--- src/rtl/line_clear_pkg.sv ---
// line_clear_pkg: shared constants and types for the line-clear controller.
//   BOARD_W / BOARD_H : board geometry (columns / rows, row 0 at the top)
//   ROW_BITS          : width of one board row word on the board port
//   FULL_ROW          : mask of the occupied-column bits of a row word
//   state_t           : controller FSM states
//   SCORE_*           : score awarded per number of rows cleared in one scan
package line_clear_pkg;

    localparam int BOARD_W  = 12;
    localparam int BOARD_H  = 19;
    localparam int ROW_BITS = 16;

    localparam logic [ROW_BITS-1:0] FULL_ROW = 16'h0FFF;

    typedef enum logic [2:0] {
        IDLE,
        READ,
        CHECK,
        SHIFT_RD,
        SHIFT_WR,
        DONE
    } state_t;

    localparam logic [10:0] SCORE_0 = 11'd0;
    localparam logic [10:0] SCORE_1 = 11'd40;
    localparam logic [10:0] SCORE_2 = 11'd100;
    localparam logic [10:0] SCORE_3 = 11'd300;
    localparam logic [10:0] SCORE_4 = 11'd1200;

endpackage

--- src/rtl/score_lut.sv ---
// score_lut: combinational map from rows cleared in one scan to score.
//   lines : saturated count of rows cleared (0..7)
//   score : score increment; four or more rows all earn the top award
module score_lut
    import line_clear_pkg::*;
(
    input  logic [2:0]  lines,
    output logic [10:0] score
);

    always_comb begin
        score = SCORE_4;
        case (lines)
            3'd0:    score = SCORE_0;
            3'd1:    score = SCORE_1;
            3'd2:    score = SCORE_2;
            3'd3:    score = SCORE_3;
            default: score = SCORE_4;
        endcase
    end

endmodule

--- src/rtl/line_clear_ctrl.sv ---
// line_clear_ctrl: after a piece locks, scans the board bottom-up, removes
// every full row by shifting all rows above it down by one, then reports
// the number of rows cleared and the resulting score.
//   Clk, Reset     : system clock, asynchronous active-high reset
//   start          : one-cycle scan request (honoured only when idle)
//   busy           : controller owns the board port
//   row_addr       : board row address (synchronous read, data next cycle)
//   rd_data        : board row read data
//   wr_en, wr_data : board row write strobe / data
//   done           : one-cycle completion pulse
//   lines_cleared  : rows cleared by the last scan (saturates at 7)
//   score_add      : score increment for the last scan
module line_clear_ctrl
    import line_clear_pkg::*;
#(
    parameter int BOARD_W = line_clear_pkg::BOARD_W,
    parameter int BOARD_H = line_clear_pkg::BOARD_H
) (
    input  logic        Clk,
    input  logic        Reset,
    input  logic        start,
    output logic        busy,
    output logic [4:0]  row_addr,
    input  logic [15:0] rd_data,
    output logic        wr_en,
    output logic [15:0] wr_data,
    output logic        done,
    output logic [2:0]  lines_cleared,
    output logic [10:0] score_add
);

    localparam logic [15:0] ROW_MASK = 16'((32'd1 << BOARD_W) - 32'd1);
    localparam logic [4:0]  LAST_ROW = 5'(BOARD_H - 1);

    state_t      state, state_nxt;
    logic [4:0]  scan_row, scan_nxt;
    logic [4:0]  shift_row, shift_nxt;
    logic [2:0]  line_cnt, cnt_nxt;
    logic [10:0] score_nxt;
    logic        row_full;

    assign row_full = (rd_data & ROW_MASK) == ROW_MASK;
    assign busy     = (state != IDLE);

    score_lut u_score (
        .lines (line_cnt),
        .score (score_nxt)
    );

    always_ff @(posedge Clk or posedge Reset) begin
        if (Reset) begin
            state     <= IDLE;
            scan_row  <= '0;
            shift_row <= '0;
            line_cnt  <= '0;
        end else begin
            state     <= state_nxt;
            scan_row  <= scan_nxt;
            shift_row <= shift_nxt;
            line_cnt  <= cnt_nxt;
        end
    end

    // Result registers update on the edge that leaves DONE, so done and
    // the new results appear together and hold until the next scan ends.
    always_ff @(posedge Clk or posedge Reset) begin
        if (Reset) begin
            done          <= 1'b0;
            lines_cleared <= '0;
            score_add     <= '0;
        end else begin
            done <= (state == DONE);
            if (state == DONE) begin
                lines_cleared <= line_cnt;
                score_add     <= score_nxt;
            end
        end
    end

    always_comb begin
        state_nxt = state;
        scan_nxt  = scan_row;
        shift_nxt = shift_row;
        cnt_nxt   = line_cnt;
        row_addr  = '0;
        wr_en     = 1'b0;
        wr_data   = '0;
        case (state)
            IDLE: begin
                if (start) begin
                    scan_nxt  = LAST_ROW;
                    cnt_nxt   = '0;
                    state_nxt = READ;
                end
            end
            READ: begin
                row_addr  = scan_row;
                state_nxt = CHECK;
            end
            CHECK: begin
                if (row_full) begin
                    shift_nxt = scan_row;
                    cnt_nxt   = (line_cnt == 3'd7) ? 3'd7 : line_cnt + 3'd1;
                    state_nxt = SHIFT_RD;
                end else if (scan_row == '0) begin
                    state_nxt = DONE;
                end else begin
                    scan_nxt  = scan_row - 5'd1;
                    state_nxt = READ;
                end
            end
            SHIFT_RD: begin
                // Fetch the row above; the top row has nothing above it.
                if (shift_row != '0)
                    row_addr = shift_row - 5'd1;
                state_nxt = SHIFT_WR;
            end
            SHIFT_WR: begin
                wr_en    = 1'b1;
                row_addr = shift_row;
                if (shift_row != '0) begin
                    wr_data   = rd_data & ROW_MASK;
                    shift_nxt = shift_row - 5'd1;
                    state_nxt = SHIFT_RD;
                end else begin
                    // Sweep finished: re-read the same scan row, since a
                    // full row may have just dropped into it.
                    state_nxt = READ;
                end
            end
            DONE: begin
                state_nxt = IDLE;
            end
            default: begin
                state_nxt = IDLE;
            end
        endcase
    end

endmodule
--- config.mk ---
export PLATFORM = sky130hd
export DESIGN_NAME = line_clear_ctrl
export DESIGN_NICKNAME = d
export VERILOG_FILES = /design/src/rtl/line_clear_pkg.sv /design/src/rtl/score_lut.sv /design/src/rtl/line_clear_ctrl.sv
export SDC_FILE = /design/constraint.sdc
export NUM_CORES = 1
export LEC_CHECK = 0
export BUFFER_PORTS_ARGS = -buffer_cell sky130_fd_sc_hd__buf_2
export CORE_AREA = 2 2 66 68
export CTS_CLUSTER_SIZE = 28
export DETAILED_ROUTE_END_ITERATION = 12
export DIE_AREA = 0 0 68 70
export PLACE_DENSITY = 0.68
export REMOVE_ABC_BUFFERS = 1
export SKIP_CTS_REPAIR_TIMING = 1
export SKIP_LAST_GASP = 1
export SLEW_MARGIN = 20
export SYNTH_ARGS = -nofsm -noshare
export SYNTH_HDL_FRONTEND = slang
export SYNTH_SLANG_ARGS = --single-unit
--- constraint.sdc ---
create_clock -name Clk -period 2 [get_ports Clk]
set_input_delay 0.2 -clock Clk [delete_from_list [all_inputs] [get_ports Clk]]
set_output_delay 0.2 -clock Clk [all_outputs]
set_load 0.005 [all_outputs]
==> results of run 1 <==
==> synthesized netlist by cell type <==
cell type | count | area share
nor2_1 | 5 | 0.012
clkbuf_1 | 4 | 0.0095
o21ai_0 | 13 | 0.041
a22o_1 | 1 | 0.0056
buf_2 | 1 | 0.0032
a22oi_1 | 4 | 0.019
and2_1 | 14 | 0.056
inv_1 | 11 | 0.026
mux2_1 | 2 | 0.014
nand2_1 | 20 | 0.048
inv_2 | 1 | 0.0024
nor3_1 | 8 | 0.025
buf_6 | 2 | 0.014
o211a_1 | 1 | 0.0064
xnor2_1 | 2 | 0.011
o211ai_1 | 1 | 0.0048
a211oi_1 | 2 | 0.0095
ha_1 | 5 | 0.040
buf_4 | 9 | 0.043
mux2i_1 | 3 | 0.019
nor4_4 | 1 | 0.014
nand4_1 | 3 | 0.012
or3b_1 | 2 | 0.011
o31ai_1 | 4 | 0.019
or3b_2 | 2 | 0.011
nor2_2 | 2 | 0.0079
conb_1 | 1 | 0.0024
nand3b_1 | 1 | 0.0048
o21bai_1 | 1 | 0.0048
o22a_1 | 1 | 0.0056
nand3_1 | 2 | 0.0064
nor3b_1 | 1 | 0.0048
a2bb2oi_1 | 1 | 0.0056
o21a_1 | 1 | 0.0048
nor2b_1 | 1 | 0.0040
or3_1 | 3 | 0.012
nand2b_1 | 2 | 0.0079
o31a_1 | 1 | 0.0056
mux2_2 | 2 | 0.014
dfrtp_1 | 26 | 0.41
a21oi_1 | 6 | 0.019
==> sequential cells by signal, indices dropped and copies added, names as in the netlist <==
register,flops
scan_row,5
lines_cleared,3
state,3
line_cnt,3
shift_row,5
done,1
score_add,6
==> stage by stage <==
step | instance area [um2] | hold WS (ns) | worst slack [ns] | total power, mW | utilization
finish | 2220 | 0.273 | -0.139 | 1.85 | 0.537
detailed placement | 1920 | 0.277 | -0.0159 | 1.49 | 0.463
floorplan | 1490 | 0.240 | -0.0709 | 1.17 | -
global route | 2220 | 0.304 | -0.195 | 2.02 | 0.537
CTS | 1970 | -0.0196 | -0.340 | 1.83 | 0.476
global placement | 1920 | 0.276 | -0.0220 | 1.46 | 0.463
==> worst min-delay path: cells and delay by family <==
family | cells | cell delay [ns]
buf+inv | 1 | 0.10
simple gates | 2 | 0.21
==> power breakdown <==
part | switching, mW | internal, mW
combinational | 0.399 | 0.381
clock | 0.161 | 0.176
sequential | 0.100 | 0.636
==> cells by family after synthesis <==
family	Yosys count	share of synthesized area
simple gates	67	0.236
xor+xnor	2	0.0111
fa+ha+maj	5	0.0397
compound gates	37	0.151
other cells	1	0.00238
flops	26	0.413
buf+inv	28	0.0986
mux	7	0.0477
==> cell type report <==
type / count / area, um2
multi-input combinational: 125 / 892
tap: 52 / 65.1
timing repair buffer: 70 / 515
sequential: 26 / 651
fill: 379 / 1920
clock buffer: 4 / 55.1
inverter: 12 / 45.0
==> metal layers <==
layer  vias up  wire, um  track usage
li1        708         -            -
met1       677      1610        0.216
met2        41      1840        0.248
met3         4       148       0.0193
met4         0        50       0.0556
met5         -         0            0
==> worst min path at each step <==
stage | to | cells past startpoint
global placement | shift_row[1]$_DFFE_PP0P_ | 3
CTS | shift_row[1]$_DFFE_PP0P_ | 3
detailed placement | shift_row[1]$_DFFE_PP0P_ | 3
floorplan | done$_DFF_PP0_ | 1
global route | scan_row[4]$_DFFE_PP0P_ | 3
finish | scan_row[4]$_DFFE_PP0P_ | 3
==> metrics.md, run 1 <==
| Metric | Value |
|---|---|
| Status | `finished with violations` |
| Violated checks | `setup timing` |
| Vias | `between 1000 and 1500` |
| CP delay by family, top | `simple AND/OR/NAND/NOR gates` |
| Slew headroom | `0.630` |
| Period minus WS final | `around 2.1 ns` |
| Power Dens Cells | `approximately 830 nW/um2` |
| R2R Path End | `shift_row[3]$_DFFE_PP0P_` |
| WS Path Type | `reg2out` |
| Clk root buf | `clkbuf_8` |
| Core area | `slightly above 4000 um2` |
| Clk_lat worst skew | `0.27 ns` |
| Worst-path cell chain | `inv_2 > ha_4 > or3b_4 > o21a_4 > clkbuf_16 > and2_4 > buf_6` |
| R2r setup slk | `0.07 ns` |
| Max-cap violations | `0` |
| Routability cong. | `about 0.77` |
| Initial antenna violation count | `0` |
| CP endpoint | `wr_data[4]` |
| Final setup viols | `16` |
| Vias in the first global route | `between 1000 and 1500` |
| DRC | `0` |
| Yosys reg bits | `26` |
| Max Clock Freq | `about 0.47 GHz` |
| Area growth syn-to-layout | `41.3%` |
| Mapped Avg Cell Area | `approximately 9 um2` |
| CP arrival | `between 1.5 and 2 ns` |
| Deepest clock path buffer count | `2` |
| CP max stage cell | `or3b_4` |
| Worst Setup SP | `shift_row[0]$_DFFE_PP0P_` |
| Worst r2r path cells | `7` |
| Hold path start | `start` |
| Largest net degree at the start of global routing | `27` |
| H-tree depth | `1` |
| Clk pin slew, worst setup/hold paths | `0.09 ns` |
| CTS sink cnt | `26` |
| Die Y | `~70 um` |
| Least-Margin Pin Slew | `roughly 0.55 ns` |
| Delay of the slowest critical-path stage | `~0.40 ns` |
| Sequential-to-total area share from yosys stat | `0.413` |
| RSZ-0062 raised after global routing | `yes` |
| Slew Limit Fails | `0` |
| Routed WL | `approximately 3700 um` |
| DP Cell Count | `around 280` |
| Setup crit end kind | `output pin` |
| Synth Warn # | `0` |
| Total track usage | `0.156` |
| N_diodes | `0` |
| Number of routed nets with antenna violations | `0` |
| Final worst slack | `-0.139 ns` |
| Dpl hpwl | `about 2600 um` |
| Hold Fails Final Rpt | `0` |
| Crit path max fanout | `6` |
| Fin crit share | `1.07` |
| First-pass GRT wire length | `5870 um` |
| CTS tree | `done` |
| Share of layout cells above drive strength 1 | `0.447` |
| Die W | `~68 um` |
| WP buf/inv | `3` |
| Iter 0 DRT Violations | `between 50 and 60` |
| Post-Syn Area | `around 1600 um2` |
| Die ar. | `approximately 4800 um2` |
| Commonest non-fill, non-tap cell in the layout | `buf_2` |
| Vias/cell | `4.95` |
| PortBufs | `45` |
| WL/cell | `12.6 um` |
| Most frequent cells in the layout | `buf_2 (33), dfrtp_1 (26), buf_4 (22)` |
| Final Skew | `about 0.0046 ns` |
| Crit start category | `flip-flop` |
| Top Ports | `57` |
| Gate Count Post-Synth | `between 150 and 200` |
| Peak VDD IR | `around 0.0003 V` |
| Setup_tns | `-1.63 ns` |
| Hold Crit Class | `in2reg` |
| Inserted Clock Buffers | `3` |
| FF-to-FF Start | `shift_row[0]$_DFFE_PP0P_` |
| Number of stages on the worst setup path | `7` |
| Final #Nets | `262` |
| Netlist cell types | `just over 40` |
| Pleak | `about 1.1 nW` |
| Initial Util | `0.380` |
| Worst EP required | `1.80 ns` |
| Pre-antenna DRT Iters | `4` |
| FP Rows | `24` |
| Post-Layout Cell Count | `~290` |
| Global route overflow | `0` |
(Power assumes the default switching activity.)
==> run 2, diff against run 1 <==
Settings changed: CELL_PAD_IN_SITES_DETAIL_PLACEMENT from default to 1, CELL_PAD_IN_SITES_GLOBAL_PLACEMENT from default to 1, CORE_AREA 2 2 66 68 to 2 2 74 76, DIE_AREA 0 0 68 70 to 0 0 76 78, PLACE_DENSITY 0.68 to default, PLACE_DENSITY_LB_ADDON from default to 0.1.
==> metrics.md, run 2 (synthesis gave the netlist of run 1 again) <==
| Metric | Value |
|---|---|
| Core area | `5040 um2` |
| CTS tree | `done` |
| Vias/cell | `4.72` |
| Crit path max fanout | `7` |
| CTS sink cnt | `26` |
| Final instance area | `roughly 2200 um2` |
| R2r setup slk | `~0.060 ns` |
| Die W | `about 76 um` |
| H-tree depth | `1` |
| N_diodes | `0` |
| Initial antenna violation count | `0` |
| Final Skew | `roughly 0.0025 ns` |
| Register area | `about 650 um2` |
| Setup crit end kind | `output pin` |
| Top Registers | `score_add: 6 flops, scan_row: 5 flops, shift_row: 5 flops` |
| Die Y | `roughly 78 um` |
| Slew Limit Fails | `0` |
| WHS | `between 0.2 and 0.3 ns` |
| Crit start category | `flip-flop` |
| # fillers | `610` |
| Status | `finished with violations` |
| Slew headroom | `0.612` |
| WL/cell | `14.4 um` |
| Number of routed nets with antenna violations | `0` |
| DP Cell Count | `298` |
| Setup slack at placement | `-0.0254 ns` |
| Die ar. | `approximately 5900 um2` |
| CP arrival | `between 1.5 and 2 ns` |
| Final worst slack | `-0.111 ns` |
| Pre-antenna DRT Iters | `3` |
| Placed cell area | `approximately 2000 um2` |
| WS Path Type | `reg2out` |
| Clk pin slew, worst setup/hold paths | `about 0.09 ns` |
| Met2 Usage GRT | `0.278` |
| Top reg by flops | `score_add` |
| Global route overflow | `0` |
| FP Rows | `26` |
| Total power | `between 1.5 and 2 mW` |
| Hold Crit Class | `in2reg` |
| Least-Margin Pin Slew | `0.581 ns` |
| Vias in the first global route | `between 1000 and 1500` |
| Fin crit share | `1.06` |
| Deepest clock path buffer count | `2` |
| Routed WL | `~4400 um` |
| Area growth syn-to-layout | `38.7%` |
| Vias | `roughly 1400` |
| Inserted Clock Buffers | `3` |
| First-pass GRT wire length | `just over 7000 um` |
| Total track usage | `0.150` |
| Commonest non-fill, non-tap cell in the layout | `buf_2` |
| Util after Layout | `0.433` |
| Peak VDD IR | `0.000491 V` |
| Share of layout cells above drive strength 1 | `0.414` |
| Max Clock Freq | `between 0.4 and 0.5 GHz` |
| Max-cap violations | `0` |
| Dpl hpwl | `3370 um` |
| Hold Fails Final Rpt | `0` |
| Final setup viols | `17` |
| Largest net degree at the start of global routing | `27` |
| Final #Nets | `between 200 and 300` |
| GR Layer Usage met1 | `0.175` |
| Violated checks | `setup timing` |
| Worst EP required | `about 1.8 ns` |
| Clk_lat worst skew | `0.27 ns` |
| Top Ports | `57` |
| Most frequent cells in the layout | `buf_2 (34), dfrtp_1 (26), buf_4 (22)` |
| GR Util met3 | `0.0360` |
| RSZ-0062 raised after global routing | `yes` |
| Iter 0 DRT Violations | `24` |
| Clk root buf | `clkbuf_8` |
| Multi-input gate area | `about 850 um2` |
| PortBufs | `45` |
| Grt peak-use layer | `met2` |
| Max reg flops | `6` |
| Pleak | `approximately 1.1 nW` |
| Period minus WS final | `about 2.1 ns` |
| Post-Layout Cell Count | `about 310` |
| DRC | `0` |
| Setup_tns | `-1.49 ns` |
| Routability cong. | `between 0.8 and 0.9` |
| Power Dens Cells | `approximately 860 nW/um2` |
| Initial Util | `0.312` |
run 2: critical path, stage by stage (launching register included):
cell,delay (ns)
dfrtp_1,0.41
inv_2,0.08
ha_4,0.12
or3b_4,0.39
o21a_4,0.25
buf_6,0.13
and2_4,0.13
buf_6,0.11
run 2: worst paths after layout:
kind                                                from                      endpoint  depth (start not counted)
worst min register to register  score_add[3]$_DFFE_PP0P_      score_add[3]$_DFFE_PP0P_                          2
worst max-delay path            shift_row[0]$_DFFE_PP0P_                    wr_data[5]                          7
worst max register to register  shift_row[0]$_DFFE_PP0P_      shift_row[3]$_DFFE_PP0P_                          7
max in group asynchronous                          Reset       scan_row[4]$_DFFE_PP0P_                          4
min in group asynchronous                          Reset  lines_cleared[2]$_DFFE_PP0P_                          4
worst min-delay path                               start       scan_row[4]$_DFFE_PP0P_                          3
run 2: final cells by class:
type                       instances  share of cell area
inverter                          12              0.0206
timing repair buffer              70               0.225
sequential                        26               0.298
multi-input combinational        125               0.391
clock buffer                       4              0.0252
tap                               70              0.0401
run 2: metal layers:
layer  routed length, um  share of wire  vias to the layer above
li1                    -              -                      704
met1                1890           0.43                      703
met2                2300           0.52                       32
met3                 158          0.036                       10
met4                  70          0.016                        0
met5                   0              0                        -
run 2: power breakdown:
| group | internal [mW] | switching [mW] |
|---|---|---|
| Sequential | 0.636 | 0.0969 |
| Combinational | 0.376 | 0.419 |
| Clock | 0.176 | 0.175 |
| Total | 1.19 | 0.691 |
